$ cat config.mk
export PLATFORM = sky130hd
export DESIGN_NAME = rr_arbiter10
export DESIGN_NICKNAME = d
export VERILOG_FILES = /design/src/rtl/rr_arbiter10_defs.sv /design/src/rtl/rr_pick10.sv /design/src/rtl/rr_arbiter10.sv
export SDC_FILE = /design/constraint.sdc
export NUM_CORES = 1
export LEC_CHECK = 0
export CORE_MARGIN = 2
export CORE_UTILIZATION = 40
export CTS_CLUSTER_DIAMETER = 40
export CTS_CLUSTER_SIZE = 30
export DETAILED_ROUTE_END_ITERATION = 6
export HOLD_SLACK_MARGIN = 0.06
export PLACE_DENSITY_LB_ADDON = 0.15
export SLEW_MARGIN = 15
export SYNTH_ARGS = -nofsm -noshare
export SYNTH_HDL_FRONTEND = slang
export SYNTH_SLANG_ARGS = --single-unit
$ cat constraint.sdc
create_clock -name i_clk -period 17.4 [get_ports i_clk]
set_clock_uncertainty 0.1 [all_clocks]
set_input_delay 1.74 -clock i_clk [delete_from_list [all_inputs] [get_ports i_clk]]
set_output_delay 1.74 -clock i_clk [all_outputs]
set_load 0.02 [all_outputs]
$ cat src/rtl/rr_arbiter10_defs.sv
// Shared definitions for the 10-way round-robin arbiter: state encodings,
// the "no owner" index and modulo-10 index helpers.
package rr_arbiter10_defs;

   localparam int         N_REQ    = 10;
   localparam logic [3:0] IDX_NONE = 4'd15;
   localparam logic [3:0] IDX_LAST = 4'd9;

   typedef enum logic [1:0] {
      IDLE    = 2'd0,
      GRANT   = 2'd1,
      RELEASE = 2'd2
   } state_e;

   // Both operands are legal indices (0..9), so one conditional subtract wraps the sum.
   function automatic logic [3:0] idx_add(input logic [3:0] a, input logic [3:0] b);
      logic [4:0] sum;
      sum = {1'b0, a} + {1'b0, b};
      if (sum >= 5'(N_REQ)) sum = sum - 5'(N_REQ);
      return sum[3:0];
   endfunction

   function automatic logic [N_REQ-1:0] idx_onehot(input logic [3:0] idx);
      return (idx < 4'(N_REQ)) ? ({{(N_REQ-1){1'b0}}, 1'b1} << idx) : '0;
   endfunction

endpackage

$ cat src/rtl/rr_pick10.sv
// Combinational rotating-priority search: first set request at or after
// i_start, wrapping 9 -> 0. o_found is low when no request is set.
module rr_pick10
   import rr_arbiter10_defs::*;
(
   input  logic [N_REQ-1:0] i_req,
   input  logic [3:0]       i_start,
   output logic [3:0]       o_idx,
   output logic             o_found
);

   logic [3:0] cand;

   // NOTE: every variable written here gets a default first, so no path leaves it unassigned and no latch is inferred.
   always_comb begin
      o_idx   = IDX_NONE;
      o_found = 1'b0;
      cand    = '0;
      // Scan farthest offset first so the hit nearest to i_start overwrites the rest.
      for (int off = N_REQ - 1; off >= 0; off--) begin
         cand = idx_add(i_start, 4'(off));
         if (i_req[cand]) begin
            o_idx   = cand;
            o_found = 1'b1;
         end
      end
   end

endmodule

$ cat src/rtl/rr_arbiter10.sv
// 10-requester round-robin arbiter with held grants and a dead cycle between
// owners. Optional grant watchdog enabled by defining RR_ARBITER10_TIMEOUT_EN.
module rr_arbiter10
   import rr_arbiter10_defs::*;
#(
   parameter int unsigned P_TIMEOUT = 16
) (
   input  logic             i_clk,
   input  logic             i_rst,
   input  logic [N_REQ-1:0] i_req,
   input  logic             i_done,
   output logic [3:0]       o_grant_idx,
   output logic [N_REQ-1:0] o_grant,
   output logic             o_busy,
   output logic             o_timeout
);

   state_e           state_q, state_d;
   logic [3:0]       last_q, last_d;
   logic [3:0]       idx_q, idx_d;
   logic [N_REQ-1:0] grant_q, grant_d;
   logic             busy_q, busy_d;
   logic             timeout_q, timeout_d;

   logic [3:0]       start_idx;
   logic [3:0]       pick_idx;
   logic             pick_found;
   logic             owner_release;
   logic             wd_fire;

   // The limit is only consumed by the watchdog, but is range-checked in every build.
   always_comb assert (P_TIMEOUT >= 1 && P_TIMEOUT <= 65535);

   assign start_idx = idx_add(last_q, 4'd1);

   rr_pick10 u_pick (
      .i_req   (i_req),
      .i_start (start_idx),
      .o_idx   (pick_idx),
      .o_found (pick_found)
   );

   assign owner_release = i_done || !i_req[idx_q];

`ifdef RR_ARBITER10_TIMEOUT_EN
   localparam logic [15:0] WD_LIMIT = 16'(P_TIMEOUT);

   logic [15:0] wd_cnt_q, wd_cnt_d;

   // Held at zero outside GRANT, so it is already clear on every entry to GRANT.
   assign wd_cnt_d = (state_q == GRANT) ? wd_cnt_q + 16'd1 : '0;
   assign wd_fire  = (state_q == GRANT) && (wd_cnt_q + 16'd1 == WD_LIMIT);

   always_ff @(posedge i_clk or posedge i_rst) begin
      if (i_rst) wd_cnt_q <= '0;
      else       wd_cnt_q <= wd_cnt_d;
   end
`else
   assign wd_fire = 1'b0;
`endif

   always_comb begin
      state_d   = state_q;
      last_d    = last_q;
      idx_d     = idx_q;
      busy_d    = busy_q;
      timeout_d = 1'b0;
      case (state_q)
         IDLE: begin
            if (pick_found) begin
               state_d = GRANT;
               idx_d   = pick_idx;
               busy_d  = 1'b1;
            end
         end
         GRANT: begin
            // A normal release outranks a coincident watchdog expiry.
            if (owner_release || wd_fire) begin
               state_d   = RELEASE;
               last_d    = idx_q;
               idx_d     = IDX_NONE;
               busy_d    = 1'b0;
               timeout_d = !owner_release;
            end
         end
         RELEASE: state_d = IDLE;
         default: begin
            state_d = IDLE;
            idx_d   = IDX_NONE;
            busy_d  = 1'b0;
         end
      endcase
   end

   assign grant_d = idx_onehot(idx_d);

   // NOTE: state uses non-blocking assignments so every register samples pre-edge values regardless of statement order.
   always_ff @(posedge i_clk or posedge i_rst) begin
      if (i_rst) begin
         state_q   <= IDLE;
         last_q    <= IDX_LAST;
         idx_q     <= IDX_NONE;
         grant_q   <= '0;
         busy_q    <= 1'b0;
         timeout_q <= 1'b0;
      end else begin
         state_q   <= state_d;
         last_q    <= last_d;
         idx_q     <= idx_d;
         grant_q   <= grant_d;
         busy_q    <= busy_d;
         timeout_q <= timeout_d;
      end
   end

   assign o_grant_idx = idx_q;
   assign o_grant     = grant_q;
   assign o_busy      = busy_q;
`ifdef RR_ARBITER10_TIMEOUT_EN
   assign o_timeout   = timeout_q;
`else
   assign o_timeout   = 1'b0;
`endif

endmodule

-- Word level (Yosys, flattened, before mapping)
Cells that the tools add are included.
- flip-flop bits (word level): 21
- input bits: 13
- output and inout port bits: 16
- word-level logic and storage cells: 124
- add/subtract/negate cells: 21
- $lt $le $gt $ge: 23
- equal/unequal tests: 4
- shift operators: 1
- muxes and demuxes: 63
- bitwise logic cells: 1
- reduce and logical (&&, ||, !) cells: 6
- operators with widths (kind ; number):
    $mux 4 ; 23
    $lt 4x5->1 const B ; 11
    $ge 5x4->1 const B ; 10
    $bmux 1 s4 ; 11
    $sub 4x4->4 const B ; 11
    $mux 1 ; 23
    $add 4x3->5 const B ; 4
    $pmux 4 s3 ; 1
    $add 4x1->5 const B ; 2
    $add 4x2->5 const B ; 2
    $add 4x4->5 const B ; 2
    $mux 10 ; 1
    $shl 1x4->10 const A ; 1
    $ge 4x4->1 const B ; 1
    $lt 4x4->1 const B ; 1
    $mux 2 ; 2
    $ne 2x2->1 const B ; 2
    $pmux 2 s2 ; 1
    $reduce_and 2->1 ; 2
    $pmux 1 s3 ; 1
    $reduce_and 3->1 ; 1
    $eq 2x1->1 const B ; 1
    $eq 2x2->1 const B ; 1
    $logic_not 2->1 ; 1
    other kinds (3) ; 3

-- Logic depth before layout (Yosys ltp)
Gate-level depths: netlist of run 1.
- word-level depth: 22
- mapped depth: 29
- depth with buffers taken out: 25

-- Cells and area by module
Synthesis of run 1 repeated with hierarchy kept, for this count alone.
- cells, all modules: 513
- area, all modules: 4083.9 um^2
- modules (own cells, without submodules) (module ; instances ; cells each ; area each (um^2) ; sequential area each (um^2)):
    rr_pick10 ; 1 ; 392 ; 2856.5 ; 0.0
    rr_arbiter10 ; 1 ; 121 ; 1227.4 ; 533.0

-- Worst setup path after synthesis of run 1
Ideal clock, no wire load.
- path kind: register to register
- start point: register last_q[0]
- end point: register grant_q[9] (netlist: o_grant[9])
- library setup time: 0.105 ns
- data arrival time: 6.446 ns
- slack: 10.749 ns
- stages on the path, launching flop included: 29
- path buffers: 5
- period minus slack after synthesis: 6.651 ns
- cells stage by stage: dfstp_2 > ha_1 > buf_2 > nand2b_1 > nor2b_1 > ha_1 > clkbuf_1 > nand2_1 > nor3_1 > nor2_1 > buf_2 > nand2_1 > inv_1 > ha_1 > clkbuf_1 > clkinv_1 > ha_1 > buf_2 > inv_1 > nand3_1 > or4_1 > a41o_1 > o221ai_1 > a32oi_1 > and4b_1 > a311oi_4 > mux2i_2 > inv_2 > nor4b_1
- word-level cells in the longest chain between the ends: 22
- elaborated cells between the ends (all ways): 88
- those cells by class: 21 x add/sub; 12 x order compare; 1 x shift; 54 x mux
- ends and longest elaborated chain (element ; RTL line ; RTL):
    start: declaration ; rr_arbiter10.sv:19 ; logic [3:0] last_q, last_d;
    start signal: assignment ; rr_arbiter10.sv:108 ; last_q <= last_d;
    $add 4x1->5 (*) ; rr_arbiter10_defs.sv:18 ; sum = {1'b0, a} + {1'b0, b};
    $sub 4x4->4 or $ge 5x4->1 (tied branches) ; rr_arbiter10_defs.sv:19 ; if (sum >= 5'(N_REQ)) sum = sum - 5'(N_REQ);
    $mux 4 (*) ; rr_arbiter10_defs.sv:19 ;
    $add 4x4->5 ; rr_arbiter10_defs.sv:18 ;
    $sub 4x4->4 or $ge 5x4->1 (tied branches) ; rr_arbiter10_defs.sv:19 ;
    $mux 4 ; rr_arbiter10_defs.sv:19 ;
    $bmux 1 s4 ; rr_pick10.sv:22 ; if (i_req[cand]) begin
    $mux 1 (implied by the code) ; rr_pick10.sv:22 ;
    $mux 4 or $mux 1 (tied branches) (10 in a row) ; rr_pick10.sv:22 ;
    $mux 4 (*) ; rr_arbiter10.sv:70 ; if (pick_found) begin
    $pmux 4 s3 (*) ; rr_arbiter10.sv:68 ; case (state_q)
    net idx_d[1] ; rr_arbiter10.sv:20 ; logic [3:0] idx_q, idx_d;
    $lt 4x4->1 or $shl 1x4->10 (tied branches) ; rr_arbiter10_defs.sv:24 ; return (idx < 4'(N_REQ)) ? ({{(N_REQ-1){1'b0}}, 1'b1} << idx) : '0;
    $mux 10 (*) ; rr_arbiter10_defs.sv:24 ;
    net grant_d[9] ; rr_arbiter10.sv:21 ; logic [N_REQ-1:0] grant_q, grant_d;
    end signal: assignment ; rr_arbiter10.sv:110 ; grant_q <= grant_d;
    end: declaration ; rr_arbiter10.sv:21 ;
Mark *: on every way through the listed nets, which the timed path passes. The rest lies on a longest branch. The select of a mux whose other input is x is not followed.
A chain may end at the register's enable or synchronous reset.

-- Worst setup path after layout of run 1
- start point: register last_q[0]
- end point: register grant_q[6] (netlist: o_grant[6])
- word-level cells in the longest chain between the ends: 22
- elaborated cells between the ends (all ways): 88
- those cells by class: 21 x add/sub; 12 x order compare; 1 x shift; 54 x mux
- ends and longest elaborated chain (element ; RTL line):
    $add 4x1->5 (*) ; rr_arbiter10_defs.sv:18
    $sub 4x4->4 or $ge 5x4->1 (tied branches) ; rr_arbiter10_defs.sv:19
    $mux 4 (*) ; rr_arbiter10_defs.sv:19
    $add 4x4->5 ; rr_arbiter10_defs.sv:18
    $sub 4x4->4 or $ge 5x4->1 (tied branches) ; rr_arbiter10_defs.sv:19
    $mux 4 ; rr_arbiter10_defs.sv:19
    $bmux 1 s4 ; rr_pick10.sv:22
    $mux 1 (implied by the code) ; rr_pick10.sv:22
    $mux 4 or $mux 1 (tied branches) (10 in a row) ; rr_pick10.sv:22
    $mux 4 (*) ; rr_arbiter10.sv:70
    $pmux 4 s3 (*) ; rr_arbiter10.sv:68
    $lt 4x4->1 or $shl 1x4->10 (tied branches) ; rr_arbiter10_defs.sv:24
    $mux 10 (*) ; rr_arbiter10_defs.sv:24
    net grant_d[6] ; rr_arbiter10.sv:21
Marked as above.

==> results.json, run 1 <==
{
  "outcome": "finished, violations left",
  "violations": "DRC",
  "rsz0062_at_grt": "no",
  "dieArea_mm2": 0.0115,
  "setup_viol": 0,
  "hold_violations": 0,
  "cp_max_fo": 44,
  "synth.top_cells.by_area": "dfrtp_1 8.8%, mux2i_1 4.7%, a21oi_1 4.4%, dfstp_2 3.7%, mux4_2 3.7%",
  "finalSetupTns_ps": 0,
  "cts_tree": "built",
  "cp-start-kind": "flip-flop",
  "wl_um": 15100,
  "gp_congestion": 1.02,
  "critPathBufInv": 4,
  "cp_slowest_cell": "o22ai_1",
  "grt_start_max_net_pins": 45,
  "final.period_utilization": 0.505,
  "synth_seq_cells": 21,
  "io_buffers": 27,
  "layout-drive-gt1-share": 0.122,
  "num_rows": 37,
  "worst_slack_ps": 8610,
  "endpoint_kind": "flip-flop",
  "pre_cts_slack_ps": 8860,
  "synth_edf_count": 0,
  "ctsHoldBuffers": 0,
  "async_flop_share": 1.00,
  "worst-setup-path-type": "flip-flop to flip-flop",
  "arrival_ps": 8830,
  "synth.most_common_cell": "nand2_1",
  "pin_count": 29,
  "numCtsBuffers": 3,
  "synthDistinctLibCells": 98,
  "coreArea_mm2": 0.0103,
  "critical_path_required_ps": 17450,
  "grt_usage": 0.262,
  "insertion_delay_ps": 260,
  "syn-num-nets": 581,
  "postCtsSetupRepairBufs": 0,
  "grt_pass1_vias": 4339,
  "avgRoutedWirePerCell_um": 22.0,
  "rr_worst_depth": 23,
  "max_slew_margin": 0.254,
  "reg2reg_slack_ps": 8610,
  "initial_core_util": 0.411,
  "crit_cells": 23,
  "hold_slack_ps": 418,
  "syn_to_final_growth_pct": 7.42,
  "yosysTopAreaCellShare": 0.0884,
  "hold_path.class": "flip-flop to flip-flop",
  "cts_resized": 0,
  "antenna_found_initial": 0,
  "path_clk_slew_ps": 80,
  "synth_mux_area_frac": 0.121,
  "synth_top_family_by_area": "compound AO/OA/AOI/OAI gates",
  "maxCapViolCount": 0,
  "ys.flop_type": "dfrtp_1",
  "antenna_left": 0,
  "ys_seq_area_frac": 0.126,
  "numClockSinks": 21,
  "drcViolationCount": 1,
  "whs_path_depth": 1,
  "die_w_um": 107,
  "synth_simple_gate_area_frac": 0.268,
  "cts_buffer_depth": 2,
  "min_period_ps": 8790,
  "drt_iter0_drc": 586,
  "synthXorXnorAreaFrac": 0.0165,
  "vias_per_cell": 6.95,
  "cp_top_family": "simple AND/OR/NAND/NOR gates",
  "dieHeight_um": 107,
  "grt_pass1_wl_um": 23900,
  "cts-root-buf": "clkbuf_8",
  "yosysWarningCount": 0,
  "grt-ovfl-total": 0,
  "synthCells": 558,
  "num_antenna_cells": 0,
  "yosysTopAreaCell": "dfrtp_1",
  "path_cells": "buf_4, ha_1, nand2b_1, nor2b_1, ha_1, and3_1, or3_1, nand2_1, inv_1, ha_1, clkinv_1, ha_1, inv_1, nand3_1, or4_1, nand4_1, mux2i_1, a32oi_1, and4b_1, a311oi_4, o21ai_1, o22ai_1, nor4b_1",
  "cp_common_cell": "ha_1",
  "post-route-util": 0.442,
  "syn_area_per_cell_um2": 7.61,
  "maxSlewViolCount": 0,
  "synth_area_mm2": 0.00425,
  "dp_hpwl_um": 11600,
  "htreeDepth": 1,
  "tightest_slew_ps": 1090,
  "fmax_mhz": 114,
  "yosys-top-cells-count": "40 x nand2_1, 37 x a21oi_1, 31 x nor2_1, 25 x o21ai_0",
  "dr.pass1.iters": 7,
  "vias": 4769,
  "final_nets": 574,
  "synth_fa_ha_area_frac": 0.0295,
  "synth-compound-area-share": 0.367,
  "critPathMaxStageDelay_ps": 640
}
## cell type report
cell class | instances | area (µm²)
multi-input combinational | 470 | 3420
sequential | 21 | 533
clock buffer | 3 | 41.3
fill | 1040 | 5760
inverter | 24 | 90.1
tap | 136 | 170
timing repair buffer | 31 | 300
clock inverter | 1 | 7.51
## metal layers
| layer | global-route usage | wire length, µm |
|---|---|---|
| met1 | 0.356 | 6570 |
| met2 | 0.427 | 6930 |
| met3 | 0.0395 | 1110 |
| met4 | 0.0835 | 504 |
| met5 | 0 | 0 |
## path summary, 6_finish.rpt
check | startpoint | to
max in group asynchronous | i_rst | o_busy
worst max register to register | last_q[0] | o_grant[6]
worst min-delay path | o_busy | o_busy
worst max-delay path | last_q[0] | o_grant[6]
worst min register to register | o_busy | o_busy
min in group asynchronous | i_rst | o_grant[2]
## sequential cells by signal, indices dropped and copies added (netlist names)
register / cells
last_q: 4
o_busy: 1
o_grant: 10
o_grant_idx: 4
state_q: 2
## layout by cell type (no fill, tap or decap), drive strengths merged, types with 10 or more instances in the layout
cell type      synthesis  final
a211oi                15     15
mux2                  11     11
o21ai                 30     30
nand3                 20     20
o31ai                 13     13
nor4                  11     11
clkdlybuf4s50          0     27
o211ai                12     12
mux2i                 22     22
inv                   23     23
dfrtp                 15     15
ha                    10     10
nor3                  20     20
nor2b                 10     10
a31oi                 13     13
a21oi                 38     38
nor2                  31     31
nand2                 42     42
## through the flow
stage / cell area, µm² / cells
2_1_floorplan: 4250 / 558
3_3_place_gp: 4510 / 682
3_5_place_dp: 4510 / 682
4_1_cts: 4560 / 686
5_1_grt: 4560 / 686
6_report: 4560 / 686
## worst reg2reg max path, delay by kind of cell (launching register included)
kind	cells	cell delay [ps]
compound gates	4	1460
fa+ha+maj	4	2020
buf+inv	4	1290
flops	1	520
mux	1	340
simple gates	10	2940
## kinds of logic (layout without fill, tap and decap cells)
family,after synthesis,count (layout)
AO/OA/AOI/OAI,210,210
AND/OR/NAND/NOR,201,201
other,1,1
buffers and inverters,67,59
XOR/XNOR,8,8
flip-flops,21,21
multiplexers,40,40
adder cells (fa/ha/maj),10,10
Power of run 1 is not shown: default switching activity piles up to over one toggle a cycle in this logic, so the estimate is an artifact.
==> run 2, diff against run 1 <==
==> constraint.sdc (replaced) <==
create_clock -name i_clk -period 7.7 [get_ports i_clk]
set_clock_uncertainty 0.1 [all_clocks]
set_input_delay 0.77 -clock i_clk [delete_from_list [all_inputs] [get_ports i_clk]]
set_output_delay 0.77 -clock i_clk [all_outputs]
set_load 0.02 [all_outputs]
==> run 2 against run 1 <==
  * The flow now finishes without violations
  * Non-clock buffer count increased by 6
  * Register-to-register slack lost 7900 ps
  * Flip-flop and latch count stayed put
  * Final cell count rose by 0.87%
  * Largest cell class unchanged
  * Setup slack worse by 7900 ps
==> results.json, run 2 (same netlist as run 1, synthesis figures left out) <==
{
  "outcome": "finished, final reports clean",
  "antenna_left": 0,
  "layout-drive-gt1-share": 0.133,
  "critPathBufInv": 4,
  "final_nets": 580,
  "setup_viol": 0,
  "maxCapViolCount": 0,
  "numClockSinks": 21,
  "hold_slack_ps": 395,
  "dr.pass1.iters": 6,
  "insertion_delay_ps": 260,
  "path_clk_slew_ps": 90,
  "reg2reg_slack_ps": 680,
  "io_buffers": 27,
  "critical_path_required_ps": 7760,
  "final.period_utilization": 0.911,
  "drcViolationCount": 0,
  "fmax_mhz": 143,
  "max_slew_margin": 0.431,
  "arrival_ps": 7080,
  "postCtsSetupRepairBufs": 0,
  "cts-root-buf": "clkbuf_8",
  "vias": 4805,
  "numCtsBuffers": 3,
  "grt_pass1_wl_um": 24400,
  "grt_start_max_net_pins": 43,
  "initial_core_util": 0.411,
  "critPathMaxStageDelay_ps": 540,
  "cp_common_cell": "ha_1",
  "cp_slowest_cell": "a311oi_4",
  "cp-start-kind": "flip-flop",
  "avgRoutedWirePerCell_um": 22.2,
  "whs_path_depth": 1,
  "num_rows": 37,
  "largest_reg_flops": 10,
  "placed_area_mm2": 0.00456,
  "hold_end": "o_busy",
  "fillCellCount": 1067,
  "die_w_um": 107,
  "gp_congestion": 0.994,
  "maxSlewViolCount": 0,
  "antenna_found_initial": 0,
  "coreArea_mm2": 0.0103,
  "layout_commonest_cell": "nand2_1",
  "dp_hpwl_um": 11600,
  "cp_top_family": "simple AND/OR/NAND/NOR gates",
  "min_period_ps": 7020,
  "mostFrequentLayoutCells": "40 x nand2_1, 37 x a21oi_1, 31 x nor2_1",
  "worstReg2RegStart": "last_q[1]",
  "hold_violations": 0,
  "grt_usage": 0.268,
  "htreeDepth": 1,
  "stdcell_area_mm2": 0.00461,
  "cts_tree": "built",
  "rr_endpoint": "o_grant[9]",
  "pin_count": 29,
  "vias_per_cell": 6.94,
  "dieArea_mm2": 0.0115,
  "grt-ovfl-total": 0,
  "rr_worst_depth": 22,
  "cts_buffer_depth": 2,
  "hold_path.class": "flip-flop to flip-flop",
  "dieHeight_um": 107,
  "wl_um": 15400,
  "endpoint_kind": "flip-flop",
  "path_cells": "ha_1, nor2b_1, nor2b_1, ha_1, and3_1, or3_1, nand2_1, inv_1, ha_1, clkinv_1, ha_1, inv_1, nand3_1, or4_1, nand4_1, mux2i_1, a32oi_1, and4b_1, a311oi_4, mux2i_2, inv_2, nor4b_1",
  "drt_iter0_drc": 604,
  "finalSetupTns_ps": 0,
  "num_antenna_cells": 0,
  "worst-setup-path-type": "flip-flop to flip-flop",
  "grt_pass1_vias": 4438,
  "rsz0062_at_grt": "no",
  "hold_path_startpoint": "o_busy",
  "syn_to_final_growth_pct": 8.63,
  "cp_max_fo": 14,
  "tightest_slew_ps": 832
}
-- run 2: worst max-delay path by stage --
stage	startpoint	end	slack (ps)	cells after the start
after detailed placement	last_q[1]	o_grant[5]	730	22
final	last_q[1]	o_grant[9]	680	22
after global routing	last_q[1]	o_grant[5]	150	22
after floorplan	last_q[0]	o_grant[9]	1050	28
after CTS	last_q[1]	o_grant[4]	640	22
after global placement	last_q[0]	o_grant[4]	830	19
-- run 2: layout make-up --
class | count | area [µm²] | area share
well taps | 136 | 170 | 0.0369
repair buffers | 37 | 345 | 0.0749
clock inverters | 1 | 7.51 | 0.00163
flip-flops and latches | 21 | 533 | 0.116
clock buffers | 3 | 41.3 | 0.00895
multi-input cells | 470 | 3430 | 0.743
inverters | 24 | 90.1 | 0.0195
-- run 2: what timing repair did --
action | 4_1_cts | 5_1_grt
endpoints found under the setup margin | 0 | 4
hold buffers | 0 | 0
resized for setup | 0 | 1
-- run 2: worst register-to-register path, delay by kind of cell (launching register included) --
kind / cells / cell delay (ps)
AND/OR/NAND/NOR: 10 / 2580
buffers and inverters: 4 / 740
adder cells (fa/ha/maj): 4 / 1490
flip-flops: 1 / 510
multiplexers: 2 / 780
AO/OA/AOI/OAI: 2 / 710
-- run 2: per-stage QoR --
stage	util	setup WS (ps)	std cells
finish	0.447	685	692
detailed placement	0.442	726	688
CTS	0.446	639	692
global route	0.447	148	692
floorplan	-	1050	558
global placement	0.442	834	688
-- run 2: routing by layer --
metal	share of wire	vias to the layer above	GRT usage
met5	0	-	0
met3	0.089	66	0.0523
met2	0.43	292	0.403
li1	-	2206	-
met1	0.43	2241	0.372
met4	0.050	0	0.113
Power of run 2 is left out for the same reason.
